===== config.mk =====
export PLATFORM = sky130hd
export DESIGN_NAME = boot_copy_ctrl_flat
export DESIGN_NICKNAME = d
export VERILOG_FILES = /design/src/rtl/boot_copy_if.sv /design/src/rtl/boot_copy_ctrl.sv /design/src/flat_wrapper.sv
export SDC_FILE = /design/constraint.sdc
export NUM_CORES = 1
export LEC_CHECK = 0
export ABC_AREA = 1
export BUFFER_PORTS_ARGS = -buffer_cell sky130_fd_sc_hd__buf_4
export CAP_MARGIN = 15
export CORE_MARGIN = 5
export CORE_UTILIZATION = 45
export DETAILED_ROUTE_END_ITERATION = 16
export PLACE_DENSITY = 0.75
export SYNTH_ARGS = -nofsm -noshare
export SYNTH_HDL_FRONTEND = slang
export SYNTH_SLANG_ARGS = --single-unit

===== constraint.sdc =====
create_clock -name clk_sys -period 1.6 [get_ports clk_sys]
set_input_delay 0.08 -clock clk_sys [delete_from_list [all_inputs] [get_ports clk_sys]]
set_output_delay 0.08 -clock clk_sys [all_outputs]
set_load 0.01 [all_outputs]

===== src/rtl/boot_copy_if.sv =====
// Boot-copy bus bundle: combinational ROM read port plus RAM write port with
// a ready handshake.
interface boot_copy_if #(
  parameter int unsigned ROM_AW = 9,
  parameter int unsigned RAM_AW = 19
);
  logic [ROM_AW-1:0] rom_addr;
  logic [7:0]        rom_data;
  logic [RAM_AW-1:0] ram_addr;
  logic [7:0]        ram_dout;
  logic              ram_we;
  logic              ram_ready;

  modport master (
    output rom_addr, ram_addr, ram_dout, ram_we,
    input  rom_data, ram_ready
  );

  modport slave (
    input  rom_addr, ram_addr, ram_dout, ram_we,
    output rom_data, ram_ready
  );
endinterface


===== src/rtl/boot_copy_ctrl.sv =====
// Boot ROM to RAM copy sequencer: keeps the Z80 in reset until the image is
// in RAM and a settle delay has elapsed, then releases it.
module boot_copy_ctrl #(
  parameter int unsigned BOOT_LEN      = 275,
  parameter int unsigned ROM_AW        = 9,
  parameter int unsigned RAM_AW        = 19,
  parameter int unsigned RAM_BASE      = 0,
  parameter int unsigned SETTLE_CYCLES = 16,
  parameter bit          AUTO_START    = 1'b1
) (
  input  logic        clk_sys,
  input  logic        reset,
  input  logic        start,
  boot_copy_if.master bus,
  output logic        cpu_hold,
  output logic        busy,
  output logic        done
);
  // One extra count bit so BOOT_LEN = 2**ROM_AW never wraps.
  localparam int unsigned CW = ROM_AW + 1;
  localparam int unsigned SW = (SETTLE_CYCLES > 0) ? $clog2(SETTLE_CYCLES + 1) : 1;
  localparam logic [CW-1:0] LAST = CW'(BOOT_LEN - 1);

  typedef enum logic [2:0] {IDLE, FETCH, WRITE, SETTLE, DONE} state_t;

  state_t            state, state_n;
  logic [CW-1:0]     count, count_n;
  logic [SW-1:0]     settle, settle_n;
  logic              first;
  logic [ROM_AW-1:0] rom_addr_q, rom_addr_n;
  logic [RAM_AW-1:0] ram_addr_q, ram_addr_n;
  logic [7:0]        ram_dout_q, ram_dout_n;
  logic              ram_we_q, ram_we_n;
  logic              hold_n, busy_n, done_n;

  assign bus.rom_addr = rom_addr_q;
  assign bus.ram_addr = ram_addr_q;
  assign bus.ram_dout = ram_dout_q;
  assign bus.ram_we   = ram_we_q;

  // State and output registers; first marks the cycle right after reset.
  always_ff @(posedge clk_sys or posedge reset) begin
    if (reset) begin
      state      <= IDLE;
      count      <= '0;
      settle     <= '0;
      first      <= 1'b1;
      rom_addr_q <= '0;
      ram_addr_q <= '0;
      ram_dout_q <= '0;
      ram_we_q   <= 1'b0;
      cpu_hold   <= 1'b1;
      busy       <= 1'b0;
      done       <= 1'b0;
    end else begin
      state      <= state_n;
      count      <= count_n;
      settle     <= settle_n;
      first      <= 1'b0;
      rom_addr_q <= rom_addr_n;
      ram_addr_q <= ram_addr_n;
      ram_dout_q <= ram_dout_n;
      ram_we_q   <= ram_we_n;
      cpu_hold   <= hold_n;
      busy       <= busy_n;
      done       <= done_n;
    end
  end

  // Next-state and next-output logic.
  always_comb begin
    state_n    = state;
    count_n    = count;
    settle_n   = settle;
    rom_addr_n = rom_addr_q;
    ram_addr_n = ram_addr_q;
    ram_dout_n = ram_dout_q;
    ram_we_n   = ram_we_q;
    hold_n     = cpu_hold;
    busy_n     = busy;
    done_n     = done;
    case (state)
      IDLE: begin
        if ((AUTO_START && first) || start) begin
          state_n    = FETCH;
          count_n    = '0;
          rom_addr_n = '0;
          busy_n     = 1'b1;
          hold_n     = 1'b1;
        end
      end
      FETCH: begin
        ram_dout_n = bus.rom_data;
        ram_addr_n = RAM_AW'(RAM_BASE) + RAM_AW'(count);
        ram_we_n   = 1'b1;
        state_n    = WRITE;
      end
      WRITE: begin
        if (bus.ram_ready) begin
          ram_we_n = 1'b0;
          if (count == LAST) begin
            state_n  = SETTLE;
            settle_n = SW'(SETTLE_CYCLES);
          end else begin
            count_n    = count + CW'(1);
            rom_addr_n = ROM_AW'(count + CW'(1));
            state_n    = FETCH;
          end
        end
      end
      SETTLE: begin
        if (settle == '0) begin
          hold_n  = 1'b0;
          busy_n  = 1'b0;
          done_n  = 1'b1;
          state_n = DONE;
        end else begin
          settle_n = settle - SW'(1);
        end
      end
      DONE: begin
        if (start) begin
          state_n    = FETCH;
          count_n    = '0;
          rom_addr_n = '0;
          hold_n     = 1'b1;
          busy_n     = 1'b1;
          done_n     = 1'b0;
        end
      end
      default: state_n = IDLE;
    endcase
  end
endmodule


===== src/flat_wrapper.sv =====
// flat-port wrapper written by rule: the top's interface ports become plain ports
module boot_copy_ctrl_flat 
#(
  parameter int unsigned BOOT_LEN      = 275,
  parameter int unsigned ROM_AW        = 9,
  parameter int unsigned RAM_AW        = 19,
  parameter int unsigned RAM_BASE      = 0,
  parameter int unsigned SETTLE_CYCLES = 16,
  parameter bit          AUTO_START    = 1'b1
)
  (clk_sys, reset, start, cpu_hold, busy, done, bus_rom_addr, bus_ram_addr, bus_ram_dout, bus_ram_we, bus_rom_data, bus_ram_ready);
  boot_copy_if #(.ROM_AW(ROM_AW), .RAM_AW(RAM_AW)) bus_i ();
  input  logic clk_sys;
  input  logic reset;
  input  logic start;
  output logic cpu_hold;
  output logic busy;
  output logic done;
  output wire logic [$bits(bus_i.rom_addr)-1:0] bus_rom_addr;
  output wire logic [$bits(bus_i.ram_addr)-1:0] bus_ram_addr;
  output wire logic [$bits(bus_i.ram_dout)-1:0] bus_ram_dout;
  output wire logic [$bits(bus_i.ram_we)-1:0] bus_ram_we;
  input wire logic [$bits(bus_i.rom_data)-1:0] bus_rom_data;
  input wire logic [$bits(bus_i.ram_ready)-1:0] bus_ram_ready;
  assign bus_rom_addr = bus_i.rom_addr;
  assign bus_ram_addr = bus_i.ram_addr;
  assign bus_ram_dout = bus_i.ram_dout;
  assign bus_ram_we = bus_i.ram_we;
  assign bus_i.rom_data = bus_rom_data;
  assign bus_i.ram_ready = bus_ram_ready;
  boot_copy_ctrl #(.BOOT_LEN(BOOT_LEN), .ROM_AW(ROM_AW), .RAM_AW(RAM_AW), .RAM_BASE(RAM_BASE), .SETTLE_CYCLES(SETTLE_CYCLES), .AUTO_START(AUTO_START)) u_core (.clk_sys(clk_sys), .reset(reset), .start(start), .bus(bus_i), .cpu_hold(cpu_hold), .busy(busy), .done(done));
endmodule

==> summary.md <==
| Metric | Value |
|---|---|
| Outcome | `complete, no violations` |
| Cells after DPL | `between 300 and 400` |
| Via count | `1811` |
| Worst-Margin Slew | `0.512 ns` |
| R2r endpoint | `u_core.settle[0]$_DFFE_PP0P_` |
| Die W | `80.2 µm` |
| Worst VDD drop | `slightly above 0.7 mV` |
| FF+latch count, synth | `just over 40` |
| # diodes | `0` |
| Netlist cell types | `27` |
| Post-Synthesis Cell Area | `2220 µm²` |
| Syn_area_per_cell | `roughly 8.4 µm²` |
| Crit path time final | `1.47 ns` |
| CTS tree | `yes` |
| RR Startpoint | `u_core.settle[0]$_DFFE_PP0P_` |
| Hold Path Sink | `u_core.bus.ram_dout[6]$_DFFE_PP0P_` |
| Leak | `between 1 and 1.5 nW` |
| Tot Pwr | `4.17 mW` |
| Worst-path fanout max | `5` |
| Setup ws final | `between 0.1 and 0.15 ns` |
| Largest cells by area after synthesis | `dfrtp_1 (44%), nand2_1 (12%), buf_4 (6.8%), nand3_1 (5.0%), mux2_2 (4.6%)` |
| First-pass GRT wire length | `~8200 µm` |
| Max Buffers Root-to-Sink | `2` |
| Hold Path Class | `input pin to flip-flop` |
| DR WL/cell | `12.3 µm` |
| Io pins | `52` |
| Hold_ws | `0.0221 ns` |
| Fin util | `0.562` |
| Sequential-to-total area share from yosys stat | `0.464` |
| Number of buffers created by CTS | `5` |
| Core area | `about 4800 µm²` |
| Final hold vios | `0` |
| Post-Place Setup Slack | `roughly 0.16 ns` |
| Area growth syn-to-layout | `20.5%` |
| Synth warn | `0` |
| Post-DP HPWL | `3410 µm` |
| CP Capture Type | `flip-flop` |
| Vias in the first global route | `about 1800` |
| H-Tree Depth | `2` |
| PwrDens | `between 1500 and 2000 nW/µm²` |
| Commonest non-fill, non-tap cell in the layout | `nand2_1` |
| Vias per std cell | `4.78` |
| Reg2Reg Setup Slack | `0.13 ns` |
| Clock Sink Count | `41` |
| Non-Filler Instances | `approximately 380` |
| Worst-Skew Late Latency | `0.29 ns` |
| Top cell type by total area after synthesis | `dfrtp_1` |
| Min-delay src | `bus_rom_data[6]` |
| Worst r2r path cells | `7` |
| Largest net degree at the start of global routing | `42` |
| Clock-pin slew on the worst setup and hold paths | `0.08 ns` |
| Chip Height | `80.2 µm` |
| Max-slew violation count | `0` |
| Congestion Overflow GR | `0` |
| Mapped Cells | `265` |
| Max-cap violation count | `0` |
| Initial antenna violation count | `0` |
| Setup Skew | `about 0.0042 ns` |
| Clock root cell | `clkbuf_8` |
| Area fraction of the dominant cell type after synthesis | `0.440` |
| Initial Utilization | `0.467` |
| Port Buffers | `42` |
| RSZ-0062 raised after global routing | `true` |
| Post-CTS sizing | `0` |
| GRT Util Overall | `0.160` |
| Layout cells sized above 1 | `0.314` |
| GP Congestion | `about 0.83` |
| Critical Path AT | `1.70 ns` |
| Final wirelength | `4660 µm` |
| Crit path required time | `approximately 1.8 ns` |
| DR pass1 iterations | `4` |
| Critical path class | `flip-flop to flip-flop` |
| FMAX | `678 MHz` |
| Final Cycle Share | `0.921` |
| # DRC | `0` |
| Crit start category | `flip-flop` |
| Final nets | `~330` |
| Row count | `25` |
| Final setup fails | `0` |
| Slew HR | `0.659` |
| Commonest non-fill, non-tap cells in the layout | `nand2_1 (72), buf_4 (50), dfrtp_1 (39)` |
| Die area | `6430 µm²` |
| Hold path cells | `2` |
| DRT antenna net count | `0` |
| Initial DRC count | `54` |
layout make-up:
class                   count  area, µm²
clock buffers               6       72.6
clock inverters             2       10.0
fillers                   465       2080
inverters                  28        105
multi-input cells         182        942
flip-flops and latches     41       1030
well taps                  67       83.8
repair buffers             53        430
registers in the layout, summed over array words and instances (netlist names), 2 cells and up:
| register | flops |
|---|---|
| u_core.state | 3 |
| u_core.count | 2 |
| u_core.bus.ram_dout | 8 |
| u_core.bus.rom_addr | 8 |
| u_core.settle | 5 |
| u_core.bus.ram_addr | 10 |
layer usage:
metal  vias up  wire length, µm  GRT usage
li1        905                -          -
met1       859             2090      0.203
met3         4              228     0.0381
met5         -                0          0
met4         0               55     0.0490
met2        43             2280      0.271
worst max-delay path: stages, from the launching register on:
cell	delay, ns
dfrtp_1	0.38
inv_1	0.10
ha_1	0.23
nand3_1	0.17
or2_4	0.30
nand3_2	0.12
nand2_1	0.06
nand2_1	0.06
through the flow:
step	setup TNS [ns]	instance area [µm²]
after global placement	0	2550
final	0	2670
after CTS	0	2650
after global routing	-0.0171	2670
after floorplan	0	2250
after detailed placement	0	2550
logic make-up (layout without fill, tap and decap cells):
logic type / after synthesis / count (layout) / share of synthesized area
AOI/OAI and AO/OA: 24 / 24 / 0.0694
other: 1 / 10 / 0.00169
buffers and inverters: 51 / 89 / 0.127
muxes: 9 / 9 / 0.0457
adders and majority gates: 3 / 3 / 0.0169
and+or+nand+nor: 135 / 135 / 0.272
xor gates and xnor gates: 1 / 1 / 0.00395
DFF: 41 / 41 / 0.464
cells in the mapped netlist:
cell type / number
o21ai_2: 9
ha_1: 3
inv_1: 24
nor2_4: 1
o21ai_0: 12
nor2_1: 18
nor3_1: 1
clkbuf_1: 1
a21oi_1: 2
or2_4: 1
buf_4: 20
mux2_2: 9
buf_6: 2
nand3b_1: 1
xor2_1: 1
dfrtp_1: 39
or2_2: 2
nand2_2: 6
nand4_1: 6
nand3_1: 22
inv_2: 4
conb_1: 1
nor2_2: 4
dfstp_2: 2
nand3_2: 1
o21ai_1: 1
nand2_1: 72
how the worst max path moves through the flow:
stage                                               to  cells after the start                                from
finish                    u_core.settle[0]$_DFFE_PP0P_                      7        u_core.settle[0]$_DFFE_PP0P_
global route                   u_core.busy$_DFFE_PP0P_                      8         u_core.state[2]$_DFFE_PP0P_
CTS                        u_core.state[1]$_DFFE_PP0P_                      8        u_core.settle[0]$_DFFE_PP0P_
detailed placement         u_core.state[1]$_DFFE_PP0P_                      8        u_core.settle[0]$_DFFE_PP0P_
global placement          u_core.settle[0]$_DFFE_PP0P_                      7        u_core.settle[0]$_DFFE_PP0P_
floorplan           u_core.bus.rom_addr[5]$_DFFE_PP0P_                     10  u_core.bus.rom_addr[0]$_DFFE_PP0P_
report_power, final:
part	leakage (nW)	switching, mW	internal [mW]
Sequential	0.527	0.186	1.32
Clock	0.0450	0.355	0.303
Combinational	0.799	1.11	0.902
what timing repair did:
item	CTS	global route
endpoints found under the setup margin	0	2
setup buffers	0	0
hold endpoints to repair	39	0
hold buffers	1	0
Note: power is estimated with default switching activity, not from simulation.
